### src/rtl/fetch_unit_if.sv
// Fetch-stage bus bundle: ROM port, branch redirect, and the IF/ID valid/ready handshake.
// The master modport is the fetch unit; the slave modport is its environment.
interface fetch_unit_if;
  logic        branch_flag_i;
  logic [31:0] branch_target_i;
  logic        rom_ce;
  logic [31:0] rom_addr;
  logic [31:0] rom_inst;
  logic        out_valid;
  logic [31:0] out_pc;
  logic [31:0] out_inst;
  logic        out_ready;

  modport master (
    input  branch_flag_i, branch_target_i, rom_inst, out_ready,
    output rom_ce, rom_addr, out_valid, out_pc, out_inst
  );

  modport slave (
    output branch_flag_i, branch_target_i, rom_inst, out_ready,
    input  rom_ce, rom_addr, out_valid, out_pc, out_inst
  );
endinterface

### src/rtl/fetch_unit.sv
// Instruction-fetch stage: PC generation, ROM access and a small {pc, inst} FIFO
// feeding IF/ID, with branch redirect that flushes anything already fetched.
module fetch_unit #(
  parameter logic [31:0] RESET_PC = 32'h0000_0000,
  parameter int          DEPTH    = 2
) (
  input  logic         clk,
  input  logic         rst,
  fetch_unit_if.master bus
);
  localparam int PTR_W = $clog2(DEPTH);

  localparam logic [0:0] ST_WAIT = 1'b0;
  localparam logic [0:0] ST_RUN  = 1'b1;

  logic [0:0]       state_reg;
  logic [31:0]      pc_reg;
  logic [PTR_W:0]   count_reg;
  logic [PTR_W-1:0] rd_ptr_reg;
  logic [PTR_W-1:0] wr_ptr_reg;
  logic [31:0]      pc_mem   [DEPTH];
  logic [31:0]      inst_mem [DEPTH];

  logic ce_q;
  logic full;
  logic push;
  logic pop;

  assign ce_q = (state_reg == ST_RUN);
  // DEPTH is a power of two, so the count MSB alone means "full".
  assign full = count_reg[PTR_W];
  assign pop  = bus.out_valid & bus.out_ready;
  // A full FIFO that is popping this cycle still accepts the new instruction.
  assign push = ce_q & ~bus.branch_flag_i & (~full | pop);

  assign bus.rom_ce    = ce_q;
  assign bus.rom_addr  = ce_q ? pc_reg : 32'h0;
  assign bus.out_valid = (count_reg != '0);
  assign bus.out_pc    = bus.out_valid ? pc_mem[rd_ptr_reg]   : 32'h0;
  assign bus.out_inst  = bus.out_valid ? inst_mem[rd_ptr_reg] : 32'h0;

  always_ff @(posedge clk or negedge rst) begin
    if (!rst) begin
      state_reg  <= ST_WAIT;
      pc_reg     <= RESET_PC;
      count_reg  <= '0;
      rd_ptr_reg <= '0;
      wr_ptr_reg <= '0;
    end else begin
      state_reg <= ST_RUN;
      if (bus.branch_flag_i) begin
        // Redirect wins over everything; a pop in the same cycle is dropped.
        pc_reg     <= bus.branch_target_i & 32'hFFFF_FFFC;
        count_reg  <= '0;
        rd_ptr_reg <= '0;
        wr_ptr_reg <= '0;
      end else begin
        if (push) begin
          pc_reg     <= pc_reg + 32'd4;
          wr_ptr_reg <= wr_ptr_reg + 1'b1;
        end
        if (pop) begin
          rd_ptr_reg <= rd_ptr_reg + 1'b1;
        end
        case ({push, pop})
          2'b10:   count_reg <= count_reg + 1'b1;
          2'b01:   count_reg <= count_reg - 1'b1;
          default: count_reg <= count_reg;
        endcase
      end
    end
  end

  // Storage carries no reset; out_* are gated by out_valid so stale data never leaks.
  always_ff @(posedge clk) begin
    if (push) begin
      pc_mem[wr_ptr_reg]   <= pc_reg;
      inst_mem[wr_ptr_reg] <= bus.rom_inst;
    end
  end
endmodule

### src/flat_wrapper.sv
// flat-port wrapper written by rule: the top's interface ports become plain ports
module fetch_unit_flat 
#(
  parameter logic [31:0] RESET_PC = 32'h0000_0000,
  parameter int          DEPTH    = 2
)
  (clk, rst, bus_branch_flag_i, bus_branch_target_i, bus_rom_inst, bus_out_ready, bus_rom_ce, bus_rom_addr, bus_out_valid, bus_out_pc, bus_out_inst);
  fetch_unit_if bus_i ();
  input  logic clk;
  input  logic rst;
  input wire logic [$bits(bus_i.branch_flag_i)-1:0] bus_branch_flag_i;
  input wire logic [$bits(bus_i.branch_target_i)-1:0] bus_branch_target_i;
  input wire logic [$bits(bus_i.rom_inst)-1:0] bus_rom_inst;
  input wire logic [$bits(bus_i.out_ready)-1:0] bus_out_ready;
  output wire logic [$bits(bus_i.rom_ce)-1:0] bus_rom_ce;
  output wire logic [$bits(bus_i.rom_addr)-1:0] bus_rom_addr;
  output wire logic [$bits(bus_i.out_valid)-1:0] bus_out_valid;
  output wire logic [$bits(bus_i.out_pc)-1:0] bus_out_pc;
  output wire logic [$bits(bus_i.out_inst)-1:0] bus_out_inst;
  assign bus_i.branch_flag_i = bus_branch_flag_i;
  assign bus_i.branch_target_i = bus_branch_target_i;
  assign bus_i.rom_inst = bus_rom_inst;
  assign bus_i.out_ready = bus_out_ready;
  assign bus_rom_ce = bus_i.rom_ce;
  assign bus_rom_addr = bus_i.rom_addr;
  assign bus_out_valid = bus_i.out_valid;
  assign bus_out_pc = bus_i.out_pc;
  assign bus_out_inst = bus_i.out_inst;
  fetch_unit #(.RESET_PC(RESET_PC), .DEPTH(DEPTH)) u_core (.clk(clk), .rst(rst), .bus(bus_i));
endmodule
### config.mk
export PLATFORM = sky130hd
export DESIGN_NAME = fetch_unit_flat
export DESIGN_NICKNAME = d
export VERILOG_FILES = /design/src/rtl/fetch_unit_if.sv /design/src/rtl/fetch_unit.sv /design/src/flat_wrapper.sv
export SDC_FILE = /design/constraint.sdc
export NUM_CORES = 1
export LEC_CHECK = 0
export CORE_MARGIN = 10
export CORE_UTILIZATION = 28
export CTS_CLUSTER_SIZE = 14
export DETAILED_ROUTE_END_ITERATION = 16
export PLACE_DENSITY = 0.58
export SLEW_MARGIN = 20
export SYNTH_ARGS = -nofsm -noshare
export SYNTH_HDL_FRONTEND = slang
export SYNTH_SLANG_ARGS = --single-unit
export TNS_END_PERCENT = 1
### constraint.sdc
create_clock -name clk -period 5.8 [get_ports clk]
set_input_delay 0.87 -clock clk [delete_from_list [all_inputs] [get_ports clk]]
set_output_delay 0.87 -clock clk [all_outputs]
set_load 0.01 [all_outputs]
Word-level counts from Yosys, hierarchy flattened
Memory sizes are Yosys's and may differ from the RTL's.
Cells that the tools add are included.
{ "word_totals": {"in_bits": 68, "memories": 2, "reg_bits": 37, "out_inout_bits": 98, "ram_bits": 128, "word_cells": 37} }
{ "classes": {"n_reduce_logical": 4, "add_sub_neg": 5, "n_bitwise": 6, "eq_ne": 2, "mux": 13} }
{ "memory_table": {"columns": ["name", "words", "width", "read_ports", "rd_ports_with_merged_regs", "wr", "line_no", "rtl"], "rows": [
  ["u_core.inst_mem", 2, 32, 1, 0, 1, "fetch_unit.sv:22", "logic [31:0] inst_mem [DEPTH];"],
  ["u_core.pc_mem", 2, 32, 1, 0, 1, "fetch_unit.sv:21", "logic [31:0] pc_mem [DEPTH];"]
]} }
{ "op_table": {"columns": ["op", "count"], "rows": [
  ["$mux 32", 5],
  ["$add 32x3->32 const B", 1],
  ["$mux 1", 6],
  ["$reduce_bool 2->1", 3],
  ["$pmux 2 s2", 1],
  ["$and 1x1->1", 3],
  ["$reduce_bool 3->1", 1],
  ["$add 1x1->1 const B", 2],
  ["$add 2x1->2 const B", 1],
  ["$eq 2x1->1 const B", 1],
  ["$eq 2x2->1 const B", 1],
  ["$mux 2", 1],
  ["$not 1->1", 2],
  ["$sub 2x1->2 const B", 1],
  ["$or 1x1->1", 1]
]} }

Depth between registers and ports, before layout
{ "depth": {"word_depth": 7, "ltp_mapped": 6, "depth_no_buf": 5} }

Worst setup path before layout
OpenSTA, ideal clock, no wires.
{ "synth_timing": {"kind": "in2reg", "from": "in bus_branch_flag_i", "to": "mem u_core.inst_mem[0][0], enable pin", "t_required_ps": 5241, "path_buffers": 3, "path_slack_ps": -468, "path_stages": 4, "t_arrival_ps": 5709, "setup_ps": 559, "path_cell_list": "clkbuf_1 > clkbuf_1 > clkbuf_1 > nor3_1"} }
{ "synth_between": {"elab_chain_len": 5} }
{ "synth_lines": {"columns": ["item", "line_no", "rtl"], "rows": [
  ["start, declared", "flat_wrapper.sv:11", "input wire logic [$bits(bus_i.branch_flag_i)-1:0] bus_branch_flag_i;"],
  ["$not 1->1", "fetch_unit.sv:34", "assign push = ce_q & ~bus.branch_flag_i & (~full | pop);"],
  ["$and 1x1->1 (2 in a row)", "fetch_unit.sv:34", null],
  ["$mux 1", "fetch_unit.sv:76", "if (push) begin"],
  ["$mux 1 (implied by the code)", "fetch_unit.sv:78", "inst_mem[wr_ptr_reg] <= bus.rom_inst;"],
  ["end, declared", "fetch_unit.sv:22", null]
]} }
Every way passes these cells.

Worst setup path in the final report
{ "layout_timing": {"from": "reg u_core.rd_ptr_reg", "to": "out bus_out_pc[15]"} }
{ "layout_between": {"elab_chain_len": 2} }
{ "layout_lines": {"columns": ["item", "line_no", "rtl"], "rows": [
  ["start, declared", "fetch_unit.sv:19", "logic [PTR_W-1:0] rd_ptr_reg;"],
  ["start signal, assigned", "fetch_unit.sv:63", "rd_ptr_reg <= rd_ptr_reg + 1'b1;"],
  ["$mem_v2 2x32", null, null],
  ["$mux 32", "fetch_unit.sv:39", "assign bus.out_pc = bus.out_valid ? pc_mem[rd_ptr_reg] : 32'h0;"],
  ["end, declared", "flat_wrapper.sv:18", "output wire logic [$bits(bus_i.out_pc)-1:0] bus_out_pc;"]
]} }
Every way passes these cells.

==> results.cfg <==
[status]
status = finished clean

[synth]
yosysWarnings = 0
seq_area_frac_synth_pct = 66.0
ys_ff_latch = 159
synth_ff_type = edfxtp_1
ys_async_sr_fraction_pct = 22.0
synth_edf_count = 124
post_synth.cell_area_avg_um2 = 12.8
syn-instance-count = 545
netlist_area_um2 = 6970
synth.distinct_cells = 46

[clock_tree]
cts_max_level = 4
cts_hold_buf = 0
cts_tree = done
post_cts_buffers = 0
ctsResizeCount = 0
path_clk_slew_ns = 0.07
cts_buffers = 17
cts_root_buffer = clkbuf_16
clk_path_buf_depth = 2
clk_latency_ns = 0.42
clock-sinks = 159

[worst_setup_path]
cp-start-kind = flop
critPathTopFamily = buffers and inverters
crit_fanout = 36
worst-path-buf-inv = 2
max_stage_delay_ns = 0.90
worst_ep_arrival_time_ns = 2.80
slowest_stage = dfrtp_4
worst_r2r_path_depth = 3
path_class = flop to primary output
r2r-start = u_core.bus.rom_ce
startpoint = u_core.rd_ptr_reg
reg2reg_to = u_core.inst_mem[1][19]
reg2reg_slack_ns = 3.22
critPathCaptureType = primary output
required_ns = 4.93
crit_chain = buf_4 -> mux2i_1 -> nor2_1 -> clkdlybuf4s50_1

[pwr]
pwr-share-comb_pct = 14.2
vdd.ir_drop.worst_uv = 149
total_power_mw = 2.83
seq_power_share_pct = 48.6
switchingPower_uw = 715
internal_power_mw = 2.12
clock_power_share_pct = 37.2
power_density_nw_per_um2 = 299
p_sw_share_pct = 25.3
power_leakage_nw = 3.20

[grt]
grt.total_usage_pct = 12.2
grt_pass1_wl_mm = 29.4
antenna_found_initial = 0
grt_max_degree = 63
overflow = 0
grt_pass1_vias = 4985

[drt]
via_per_inst = 4.64
first_iter_violations = 248
post_drt_wl_per_cell_um = 18.4
drc = 0
drt_pass1_iterations = 4
finalWirelength_mm = 19.1
dr_total_vias = 4807
final_antenna_net_count = 0

[sta]
worst_slack_ns = 2.13
drv_slew = 0
fmax_ghz = 0.273
hold_viol_final = 0
rsz0062_at_grt = false
setup_viol = 0
tns_ns = 0
finalCritPeriodShare_pct = 63.3
final.setup_skew_ns = 0.00834
max_slew_margin_pct = 33.8
period_needed_ns = 3.67
whs_ns = 0.548
worstMarginPinSlew_ns = 0.990

[hold_path]
hold_class = input port to asynchronous set/reset pin

[placement]
place_ws_ns = 2.24
place_congestion = 0.781
place_area_um2 = 8900
io_buffers = 159
dp_hpwl_mm = 12.8

[die]
boundaryPins = 166
row_count = 57
dieArea_um2 = 31600
start_util_pct = 28.6
die_w_um = 178
die_y_um = 178
core_um2 = 24400

[layout]
diodes = 0
final_common_cell = clkdlybuf4s50_1
areaGrowthSynthToFinish_pct = 35.7
largest_register_ffs = 64
finalNetCount = 768
design_area_um2 = 9460
drive_above_1_share_pct = 6.46
mostFrequentLayoutCells = clkdlybuf4s50_1 (158), edfxtp_1 (124), nor2_1 (86), mux2i_1 (63), dfrtp_1 (34)

[flow_run]
drv_cap = 0
## worst max-delay path by stage
| stage | endpoint | slack, ns | depth (start not counted) |
|---|---|---|---|
| after floorplan | u_core.inst_mem[0][0] | 1.43 | 4 |
| after global placement | u_core.inst_mem[0][12] | 2.23 | 5 |
| after detailed placement | u_core.inst_mem[0][8] | 2.24 | 5 |
| after CTS | bus_out_inst[19] | 2.03 | 4 |
| after global routing | bus_out_pc[14] | 1.89 | 4 |
| final | bus_out_pc[15] | 2.13 | 4 |
## cells by family (layout without fill, tap and decap cells)
logic type      after synthesis  in the layout  synth area share, %
flops                       159            159                 66.0
buf+inv                      39            203                 2.33
xor+xnor                      9              9                 1.13
fa+ha+maj                     1              1                0.179
other cells                   2              5                0.108
simple gates                219            219                 15.8
mux                          65             65                 9.37
compound gates               51             51                 5.11
## layer usage
layer	part of all wire, %	global-route usage, %
met1	45	15.8
met3	6.8	3.76
met2	48	19.4
met4	0.86	3.33
met5	0	0
## area by class of cell
| type | instances | area, µm² |
|---|---|---|
| clock inverter | 13 | 115 |
| sequential | 159 | 4600 |
| multi-input combinational | 350 | 2250 |
| fill | 2386 | 14900 |
| clock buffer | 19 | 443 |
| timing repair buffer | 164 | 1620 |
| tap | 324 | 405 |
| inverter | 7 | 26.3 |
## cells in the mapped netlist (3+ instances only)
| cell type | count | area (µm²) |
|---|---|---|
| nor4_1 | 3 | 18.8 |
| nand3_1 | 15 | 75.1 |
| or3_1 | 4 | 25.0 |
| xor2_1 | 6 | 52.6 |
| dfrtp_1 | 35 | 876 |
| a31oi_1 | 11 | 68.8 |
| nor2b_1 | 4 | 25.0 |
| clkbuf_1 | 21 | 78.8 |
| nand4_1 | 15 | 93.8 |
| edfxtp_1 | 124 | 3720 |
| and3_1 | 4 | 25.0 |
| and4_1 | 6 | 52.6 |
| and2_1 | 30 | 188 |
| inv_1 | 7 | 26.3 |
| mux2i_1 | 63 | 631 |
| nand2_1 | 28 | 105 |
| o21ai_0 | 13 | 65.1 |
| or4_1 | 11 | 82.6 |
| nor3_1 | 6 | 30.0 |
| buf_4 | 4 | 30.0 |
| xnor2_1 | 3 | 26.3 |
| nor2_1 | 87 | 327 |
| o31ai_1 | 9 | 67.6 |
| buf_1 | 6 | 22.5 |
## through the flow
stage | std cells | utilization (%)
2_1_floorplan | 548 | -
3_3_place_gp | 1004 | 36.5
3_5_place_dp | 1004 | 36.5
4_1_cts | 1036 | 38.8
5_1_grt | 1036 | 38.8
6_report | 1036 | 38.8
## power groups by stage
stage / Clock, mW / Combinational (mW) / Sequential (mW)
after CTS: 1.09 / 0.414 / 1.38
final: 1.05 / 0.402 / 1.37
after global placement: 0 / 0.409 / 1.40
after global routing: 1.14 / 0.444 / 1.39
after detailed placement: 0 / 0.412 / 1.40
after floorplan: 0 / 0.207 / 1.36
(Power assumes the default switching activity.)
